## src/rtl/mul16u_sched_pkg.sv

```systemverilog
// mul16u_sched_pkg: shared constants, parameter defaults and pipeline stage record
package mul16u_sched_pkg;
  localparam int OP_W = 16;
  localparam int PROD_W = 32;
  localparam int NREQ_DEF = 4;
  localparam int TRUNC_BITS_DEF = 10;
  localparam int LAT_DEF = 2;
  localparam int ID_W = 8;
  typedef struct packed {
    logic              valid;
    logic [ID_W-1:0]   id;
    logic [PROD_W-1:0] product;
  } stage_t;
endpackage

```

## src/rtl/mul16u_trunc_unit.sv

```systemverilog
// mul16u_trunc_unit: operand truncation and LAT-1 register stages of multiply, held when en_i is low
module mul16u_trunc_unit
  import mul16u_sched_pkg::*;
#(
  parameter int TRUNC_BITS = TRUNC_BITS_DEF,
  parameter int LAT = LAT_DEF
) (
  input  logic            clk,
  input  logic            rst,
  input  logic            en_i,
  input  logic            valid_i,
  input  logic [ID_W-1:0] id_i,
  input  logic [OP_W-1:0] a_i,
  input  logic [OP_W-1:0] b_i,
  input  logic            exact_i,
  output stage_t          stage_o,
  output logic            busy_o
);
  localparam logic [OP_W-1:0] MASK = {OP_W{1'b1}} << TRUNC_BITS;
  logic [OP_W-1:0] am, bm;
  stage_t s_in;
  // mask operand LSBs in approximate mode and form the full-width product
  always_comb begin
    am = exact_i ? a_i : a_i & MASK;
    bm = exact_i ? b_i : b_i & MASK;
    s_in.valid = valid_i;
    s_in.id = id_i;
    s_in.product = {{OP_W{1'b0}}, am} * {{OP_W{1'b0}}, bm};
  end
  if (LAT == 1) begin : g_comb
    assign stage_o = s_in;
    assign busy_o = 1'b0;
  end else begin : g_pipe
    stage_t st_q [LAT-1];
    // shift the stage records forward only when the output side can advance
    always_ff @(posedge clk) begin
      if (rst) begin
        for (int i = 0; i < LAT-1; i++) st_q[i] <= '0;
      end else if (en_i) begin
        st_q[0] <= s_in;
        for (int i = 1; i < LAT-1; i++) st_q[i] <= st_q[i-1];
      end
    end
    // any valid stage means work is in flight
    always_comb begin
      busy_o = 1'b0;
      for (int i = 0; i < LAT-1; i++) busy_o = busy_o | st_q[i].valid;
    end
    assign stage_o = st_q[LAT-2];
  end
endmodule

```

## src/rtl/mul16u_trunc_sched.sv

```systemverilog
// mul16u_trunc_sched: round-robin shared 16x16 multiplier with per-request truncation and output register
module mul16u_trunc_sched
  import mul16u_sched_pkg::*;
#(
  parameter int NREQ = NREQ_DEF,
  parameter int TRUNC_BITS = TRUNC_BITS_DEF,
  parameter int LAT = LAT_DEF,
  localparam int IW = NREQ > 1 ? $clog2(NREQ) : 1
) (
  input  logic                 clk,
  input  logic                 rst,
  input  logic [NREQ-1:0]      req_valid,
  output logic [NREQ-1:0]      req_ready,
  input  logic [NREQ*OP_W-1:0] req_a,
  input  logic [NREQ*OP_W-1:0] req_b,
  input  logic [NREQ-1:0]      req_exact,
  output logic                 rsp_valid,
  input  logic                 rsp_ready,
  output logic [PROD_W-1:0]    rsp_z,
  output logic [IW-1:0]        rsp_id,
  output logic                 busy
);
  logic [IW-1:0] ptr_q, ptr_d, gidx, j;
  logic [IW:0] s;
  logic found, advance, fire, unit_busy, exact_sel, unused_id;
  logic [OP_W-1:0] a_sel, b_sel;
  stage_t unit_out, out_q;
  assign advance = !out_q.valid || rsp_ready;
  // search upward from ptr with wrap, grant the first valid requester, select its operands
  always_comb begin
    found = 1'b0;
    gidx = '0;
    s = '0;
    j = '0;
    for (int k = 0; k < NREQ; k++) begin
      s = {1'b0, ptr_q} + (IW+1)'(k);
      j = s >= (IW+1)'(NREQ) ? IW'(s - (IW+1)'(NREQ)) : IW'(s);
      if (!found && req_valid[j]) begin
        found = 1'b1;
        gidx = j;
      end
    end
    a_sel = '0;
    b_sel = '0;
    exact_sel = 1'b0;
    for (int i = 0; i < NREQ; i++) begin
      if (gidx == IW'(i)) begin
        a_sel = req_a[i*OP_W +: OP_W];
        b_sel = req_b[i*OP_W +: OP_W];
        exact_sel = req_exact[i];
      end
    end
    fire = found && advance && !rst;
    req_ready = fire ? NREQ'(1) << gidx : '0;
    ptr_d = fire ? (gidx == IW'(NREQ-1) ? '0 : gidx + 1'b1) : ptr_q;
  end
  mul16u_trunc_unit #(.TRUNC_BITS(TRUNC_BITS), .LAT(LAT)) u_unit (
    .clk(clk),
    .rst(rst),
    .en_i(advance),
    .valid_i(fire),
    .id_i(ID_W'(gidx)),
    .a_i(a_sel),
    .b_i(b_sel),
    .exact_i(exact_sel),
    .stage_o(unit_out),
    .busy_o(unit_busy)
  );
  // round-robin pointer moves past the requester just served
  always_ff @(posedge clk) begin
    if (rst) ptr_q <= '0;
    else ptr_q <= ptr_d;
  end
  // output register holds its result until downstream accepts it
  always_ff @(posedge clk) begin
    if (rst) out_q <= '0;
    else if (advance) out_q <= unit_out;
  end
  assign rsp_valid = out_q.valid;
  assign rsp_z = out_q.product;
  assign rsp_id = out_q.id[IW-1:0];
  assign busy = out_q.valid | unit_busy;
  assign unused_id = ^out_q.id[ID_W-1:IW];
endmodule
```

## config.mk

```make
export PLATFORM = sky130hd
export DESIGN_NAME = mul16u_trunc_sched
export DESIGN_NICKNAME = d
export VERILOG_FILES = /design/src/rtl/mul16u_sched_pkg.sv /design/src/rtl/mul16u_trunc_unit.sv /design/src/rtl/mul16u_trunc_sched.sv
export SDC_FILE = /design/constraint.sdc
export NUM_CORES = 1
export LEC_CHECK = 0
export CAP_MARGIN = 40
export CORE_MARGIN = 3
export CORE_UTILIZATION = 25
export DETAILED_ROUTE_END_ITERATION = 8
export HOLD_SLACK_MARGIN = 0.02
export PLACE_DENSITY = 0.43
export SETUP_SLACK_MARGIN = 0.3
export SLEW_MARGIN = 40
export SYNTH_ARGS = -nofsm -noshare
export SYNTH_HDL_FRONTEND = slang
export SYNTH_SLANG_ARGS = --single-unit
```

## constraint.sdc

```tcl
create_clock -name clk -period 16.07 [get_ports clk]
set_input_delay 3.214 -clock clk [delete_from_list [all_inputs] [get_ports clk]]
set_output_delay 3.214 -clock clk [all_outputs]
set_load 0.005 [all_outputs]
```

==> impl_metrics.env, run 1 <==
export IMPL_grt_setup_unrepaired="no"
export IMPL_power_density_nw_per_um2=216
export IMPL_synth_enable_flop_cells=35
export IMPL_wl_um=41500
export IMPL_ant_nets=0
export IMPL_drive_above_1_share_pct=4.45
export IMPL_ys_flop_type="dfxtp_1"
export IMPL_grt_overflow=0
export IMPL_p_seq_share_pct=8.6
export IMPL_final_util_pct=31.0
export IMPL_fmax_mhz=84.3
export IMPL_fin_skew_ns=0.00619
export IMPL_fp_row_count=81
export IMPL_syn_nets=1899
export IMPL_start_util_pct=25.4
export IMPL_intPower_mw=1.40
export IMPL_leakage_nw=6.87
export IMPL_critical_path_class="input pin to register"
export IMPL_ios=179
export IMPL_tightest_slew_ns=0.875
export IMPL_hold_viol=0
export IMPL_comb_power_share_pct=85.4
export IMPL_nFillCells=5293
export IMPL_irDropWorstVdd_mv=0.0966
export IMPL_start_kind="input pin"
export IMPL_outcome="completed"
export IMPL_end_kind="register"
export IMPL_die_w_um=229
export IMPL_async_flop_share_pct=0
export IMPL_grt_antenna_before_repair=0
export IMPL_cts_path_max_buffers=2
export IMPL_finalSetupViolCount=0
export IMPL_arrival_ns=12.03
export IMPL_syn_area_um2=12500
export IMPL_drc=0
export IMPL_max_slew_margin_pct=41.6
export IMPL_tns_ns=0
export IMPL_place_congestion=0.891
export IMPL_crit_fanout=67
export IMPL_clkLatencyLatePin_ns=0.33
export IMPL_ys_warn_count=0
export IMPL_netSwitchingFraction_pct=57.2
export IMPL_ys_types=59
export IMPL_p_clk_share_pct=6.0
export IMPL_worst_hold_slack_ns=0.464
export IMPL_cts_root_buf="clkbuf_16"
export IMPL_fp_dieArea_um2=52600
export IMPL_wl_per_cell_um=18.4
export IMPL_reg2reg_setup_slack_ns=7.23
export IMPL_path_clk_slew_ns=0.06
export IMPL_finalMaxSlewViolations=0
export IMPL_cp_required_ns=16.24
export IMPL_htreeDepth=3
export IMPL_synth_avg_cell_area_um2=8.56
export IMPL_cts_setup_buffers=0
export IMPL_hp_class="register to register"
export IMPL_place_area_um2=14900
export IMPL_fin_crit_sh_pct=73.8
export IMPL_design_area_um2=15200
export IMPL_cts_resized_gates=0
export IMPL_design_core_area_um2=49200
export IMPL_max_stage_delay_ns=0.57
export IMPL_final_nets=2030
export IMPL_grt_pass1_wl_um=65100
export IMPL_grt_start_max_net_pins=68
export IMPL_cts_hold_buf=0
export IMPL_cp_buffers_inverters=6
export IMPL_syn_inst=1458
export IMPL_seq_area_frac_synth_pct=14.4
export IMPL_io_buffers=178
export IMPL_ys_ff_latch=72
export IMPL_drtPass1Iterations=5
export IMPL_syn_to_final_growth_pct=22.1
export IMPL_hpwl_um=34700
export IMPL_route_vias_total=10400
export IMPL_vias_per_cell=4.62
export IMPL_slowest_stage="fa_1"
export IMPL_grt_usage_pct=15.7
export IMPL_die_h_um=229
export IMPL_clock_sinks=72
export IMPL_dr_first_iter_drc_count=617
export IMPL_cts_tree="yes"
export IMPL_drv_cap=0
export IMPL_cp_top_family="adder cells"
export IMPL_power_switching_mw=1.88
export IMPL_diodes=0
export IMPL_grt_pass1_vias=10900
export IMPL_cpMostUsedCell="fa_1"
export IMPL_finalCriticalPeriod_ns=11.86
export IMPL_cts_buffers=9
## flip-flops by register name (all words and copies together) (netlist names)
| register | count |
|---|---|
| rsp_id | 2 |
| rsp_valid | 1 |
| ptr_q | 2 |
| u_unit.g_pipe.st_q | 35 |
| rsp_z | 32 |
## through the flow
stage | power [mW] | cells | setup WS, ns
final | 3.28 | 2258 | 4.21
after global routing | 3.69 | 2258 | 3.67
after CTS | 3.31 | 2258 | 4.24
after detailed placement | 3.09 | 2242 | 3.91
after global placement | 3.07 | 2241 | 3.75
after floorplan | 2.31 | 1458 | 5.74
## cell families (layout without fill, tap and decap cells)
| group | Yosys count | in the layout | synth area share (%) |
|---|---|---|---|
| AND/OR/NAND/NOR | 502 | 502 | 18.0 |
| adder cells (fa/ha/maj) | 302 | 302 | 42.0 |
| XOR/XNOR | 19 | 19 | 1.33 |
| AO/OA/AOI/OAI | 241 | 241 | 13.6 |
| buffers and inverters | 315 | 451 | 10.2 |
| flip-flops | 72 | 72 | 14.4 |
| multiplexers | 7 | 7 | 0.562 |
## power groups by stage
stage	registers (mW)	clock network [mW]	logic (mW)
3_3_place_gp	0.288	0	2.79
6_report	0.284	0.196	2.80
4_1_cts	0.285	0.203	2.82
5_1_grt	0.289	0.211	3.19
2_1_floorplan	0.283	0	2.02
3_5_place_dp	0.288	0	2.80
## cell usage after synthesis, types with 5 or more instances
cell,number,area [µm²]
a211oi_1,5,37.5
a21o_1,31,233
a21oi_1,80,400
a21oi_2,11,96.3
a221oi_1,14,123
a22o_1,34,298
a31oi_1,7,43.8
and2_1,17,106
and3_1,7,43.8
buf_2,44,220
clkbuf_1,21,78.8
dfxtp_1,37,741
edfxtp_1,35,1050
fa_1,194,3880
ha_1,108,1350
inv_1,242,908
mux2i_1,7,70.1
nand2_1,171,642
nand2b_1,11,68.8
nand3_1,20,100
nand3b_1,19,143
nand4_1,5,31.3
nor2_1,166,623
nor2b_1,22,138
nor3_1,42,210
o211ai_1,5,37.5
o21ai_0,17,85.1
o21ai_1,5,25.0
o31ai_1,5,37.5
or2_2,5,31.3
or3_1,9,56.3
xnor2_1,9,78.8
xor2_1,10,87.6
## layout by cell type, fill, tap and decap left out, drive strengths merged, types with 9 or more instances in the layout
cell type and n:
a21o 31, a21oi 91, a221oi 17, a22o 34, and2 17, buf 15, clkbuf 11, clkdlybuf4s50 178
dfxtp 37, edfxtp 35, fa 194, ha 108, inv 243, nand2 171, nand2b 11, nand3 20
nand3b 19, nor2 168, nor2b 22, nor3 42, o21ai 22, or3 9, xnor2 9, xor2 10
## layer usage
| layer | share of wire, % | track usage (%) | wire [µm] |
|---|---|---|---|
| met1 | 49 | 23.1 | 20400 |
| met4 | 1.7 | 3.25 | 692 |
| met5 | 0 | 0 | 0 |
| met3 | 6.6 | 2.46 | 2730 |
| met2 | 43 | 24.1 | 17700 |
## path summary, 6_finish.rpt
check / cells after the start / endpoint / from
max: 28 / u_unit.g_pipe.st_q[0][31]$_SDFFCE_PN0P_ / req_valid[0]
min: 1 / rsp_z[21]$_SDFFE_PP0N_ / u_unit.g_pipe.st_q[0][21]$_SDFFCE_PN0P_
max reg2reg: 27 / u_unit.g_pipe.st_q[0][31]$_SDFFCE_PN0P_ / ptr_q[1]$_SDFFE_PP0P_
min reg2reg: 1 / rsp_z[21]$_SDFFE_PP0N_ / u_unit.g_pipe.st_q[0][21]$_SDFFCE_PN0P_
## final cells by class
class                      instances  area, µm²  area share, %
multi-input combinational       1071       9500           62.3
timing repair buffer             193       1910           12.5
clock buffer                      11        264           1.73
clock inverter                     5       37.5          0.246
tap                              664        831           5.45
sequential                        72       1790           11.8
inverter                         242        908           5.96
Note: power is estimated with default switching activity, not from simulation.
==> run 2: changes to the inputs <==
- clock period: 16.07 -> 11.7 ns (I/O delays scaled with it)
==> run 2 against run 1 <==
  * Sequential power rose by 37%
  * Clock skew rose by 0.0024 ns
  * Hold slack got worse by 0.0043 ns
  * Global-route usage barely moved
  * Sequential share of layout area barely moved
  * Register-to-register slack got worse by 4.3 ns
  * Non-clock buffer count rose by 7
  * Largest cell class unchanged
==> impl_metrics.env, run 2 (synthesized netlist as in run 1, its figures left out) <==
export IMPL_outcome="completed"
export IMPL_gr_max_usage_layer="met2"
export IMPL_hp_class="register to register"
export IMPL_largest_register="u_unit.g_pipe.st_q"
export IMPL_ios=179
export IMPL_fin_skew_ns=0.00855
export IMPL_use_met3_pct=3.83
export IMPL_fmax_mhz=91.5
export IMPL_ant_nets=0
export IMPL_cp_required_ns=11.77
export IMPL_clkLatencyLatePin_ns=0.33
export IMPL_groute_layer_met1_usage_pct=22.2
export IMPL_finalMaxSlewViolations=0
export IMPL_path_clk_slew_ns=0.06
export IMPL_clock_sinks=72
export IMPL_fin_crit_sh_pct=93.4
export IMPL_largest_register_ffs=35
export IMPL_r2r_cells=27
export IMPL_hold_viol=0
export IMPL_reg2reg_setup_slack_ns=2.95
export IMPL_grt_pass1_vias=11000
export IMPL_cts_hold_buf=0
export IMPL_die_w_um=229
export IMPL_max_slew_margin_pct=44.6
export IMPL_io_buffers=178
export IMPL_power_density_nw_per_um2=297
export IMPL_cts_buffers=9
export IMPL_start_util_pct=25.4
export IMPL_arrival_ns=10.99
export IMPL_cts_root_buf="clkbuf_16"
export IMPL_use_met2_pct=24.1
export IMPL_design_core_area_um2=49200
export IMPL_start_kind="input pin"
export IMPL_place_congestion=0.913
export IMPL_cts_setup_buffers=0
export IMPL_diodes=0
export IMPL_syn_to_final_growth_pct=22.4
export IMPL_p_clk_share_pct=6.3
export IMPL_grt_pass1_wl_um=65000
export IMPL_vias_per_cell=4.58
export IMPL_final_util_pct=31.1
export IMPL_wl_um=41300
export IMPL_power_switching_mw=2.58
export IMPL_r2r_end="u_unit.g_pipe.st_q[0][29]$_SDFFCE_PN0P_"
export IMPL_end_kind="register"
export IMPL_cts_path_max_buffers=2
export IMPL_hpwl_um=34900
export IMPL_fp_row_count=81
export IMPL_fp_dieArea_um2=52600
export IMPL_tns_ns=0
export IMPL_rr_startpoint="ptr_q[1]$_SDFFE_PP0P_"
export IMPL_critical_path_class="input pin to register"
export IMPL_cts_tree="yes"
export IMPL_irDropWorstVdd_mv=0.142
export IMPL_netSwitchingFraction_pct=56.8
export IMPL_leakage_nw=6.91
export IMPL_grt_overflow=0
export IMPL_finalCriticalPeriod_ns=10.93
export IMPL_p_seq_share_pct=8.6
export IMPL_min_delay_path_depth=1
export IMPL_final_nets=2037
export IMPL_dr_first_iter_drc_count=575
export IMPL_route_vias_total=10400
export IMPL_grt_setup_unrepaired="no"
export IMPL_grt_antenna_before_repair=0
export IMPL_drive_above_1_share_pct=4.50
export IMPL_tightest_slew_ns=0.831
export IMPL_crit_fanout=54
export IMPL_htreeDepth=3
export IMPL_intPower_mw=1.96
export IMPL_die_h_um=229
export IMPL_finalSetupViolCount=0
export IMPL_worst_hold_path_endpoint="rsp_z[24]$_SDFFE_PP0N_"
export IMPL_wl_per_cell_um=18.2
export IMPL_nFillCells=5286
export IMPL_drtPass1Iterations=5
export IMPL_grt_start_max_net_pins=66
export IMPL_layout_common_cells="inv_1, fa_1, clkdlybuf4s50_1, nand2_1, nor2_1"
export IMPL_drc=0
export IMPL_drv_cap=0
export IMPL_grt_usage_pct=15.7
export IMPL_comb_power_share_pct=85.2
export IMPL_hp_start="u_unit.g_pipe.st_q[0][24]$_SDFFCE_PN0P_"
export IMPL_mostFrequentLayoutCell="inv_1"
[run 2: changes by cell type in the layout (fill, tap and decap cells not counted), moves of 2 or more]
cell | before | now
buf_4 | 14 | 22
a21oi_1 | 73 | 78
a21oi_2 | 14 | 10
clkinv_4 | 3 | 1
[run 2: what timing repair did]
item                                    in CTS  in global routing
endpoints found under the setup margin       0                  2
endpoints found under the hold margin        0                  0
gates resized for setup                      0                  1
[run 2: power groups by stage]
stage / Clock (mW) / Sequential (mW) / Combinational [mW]
after floorplan: 0 / 0.389 / 2.78
after global placement: 0 / 0.396 / 3.84
after detailed placement: 0 / 0.396 / 3.84
after CTS: 0.291 / 0.391 / 3.87
after global routing: 0.300 / 0.396 / 4.43
final: 0.284 / 0.390 / 3.86
[run 2: how the worst max path moves through the flow]
stage | end | start | depth (start not counted) | slack, ns
6_report | u_unit.g_pipe.st_q[0][29]$_SDFFCE_PN0P_ | req_valid[0] | 28 | 0.77
3_5_place_dp | u_unit.g_pipe.st_q[0][29]$_SDFFCE_PN0P_ | req_valid[0] | 28 | 0.51
3_3_place_gp | u_unit.g_pipe.st_q[0][27]$_SDFFCE_PN0P_ | req_valid[0] | 27 | 0.52
5_1_grt | u_unit.g_pipe.st_q[0][31]$_SDFFCE_PN0P_ | req_valid[0] | 28 | 0.35
2_1_floorplan | u_unit.g_pipe.st_q[0][31]$_SDFFCE_PN0P_ | req_valid[0] | 33 | 2.25
4_1_cts | u_unit.g_pipe.st_q[0][29]$_SDFFCE_PN0P_ | req_valid[0] | 28 | 0.83
[run 2: metal layers]
metal / up-vias / share of wire [%] / wire length, µm
met4: 0 / 1.9 / 784
met5: - / 0 / 0
met1: 5003 / 48 / 20000
met3: 46 / 7.5 / 3100
li1: 4976 / - / -
met2: 348 / 42 / 17400
[run 2: through the flow]
step	std cells	area [µm²]	worst slack [ns]	hold slack (ns)	power, mW
after floorplan	1458	12500	2.25	0.437	3.17
after global placement	2249	14900	0.524	0.449	4.24
after detailed placement	2249	14900	0.508	0.450	4.24
after CTS	2265	15300	0.832	0.462	4.55
after global routing	2265	15300	0.354	0.470	5.13
final	2265	15300	0.773	0.459	4.54
[run 2: area by class of cell]
| cell class | count | area, µm² | area share (%) |
|---|---|---|---|
| clock buffer | 10 | 250 | 1.64 |
| clock inverter | 6 | 63.8 | 0.418 |
| inverter | 242 | 908 | 5.95 |
| multi-input combinational | 1071 | 9480 | 62.1 |
| sequential | 72 | 1790 | 11.7 |
| tap | 664 | 831 | 5.44 |
| timing repair buffer | 200 | 1950 | 12.7 |
[run 2: critical path, stage by stage]
cell	delay, ns
clkdlybuf4s50_1	0.48
inv_1	0.07
nor2_1	0.14
nor2_1	0.06
o22ai_1	0.64
inv_1	0.23
ha_4	0.36
buf_4	0.34
nor3_1	0.52
a21oi_1	0.25
nor2_1	0.46
nand2_1	0.14
fa_1	0.50
inv_1	0.05
fa_1	0.49
fa_1	0.60
fa_1	0.44
fa_1	0.49
inv_1	0.05
fa_1	0.47
inv_1	0.04
ha_1	0.40
and3_1	0.33
nand4_1	0.13
a211oi_1	0.31
o21ai_1	0.18
o31ai_1	0.32
mux2i_1	0.12
==> run 3: changes to the inputs <==
- CTS_CLUSTER_SIZE: unset -> 8
==> results of run 3 <==
Final layout, timing and power as in run 2 (identical DEF).
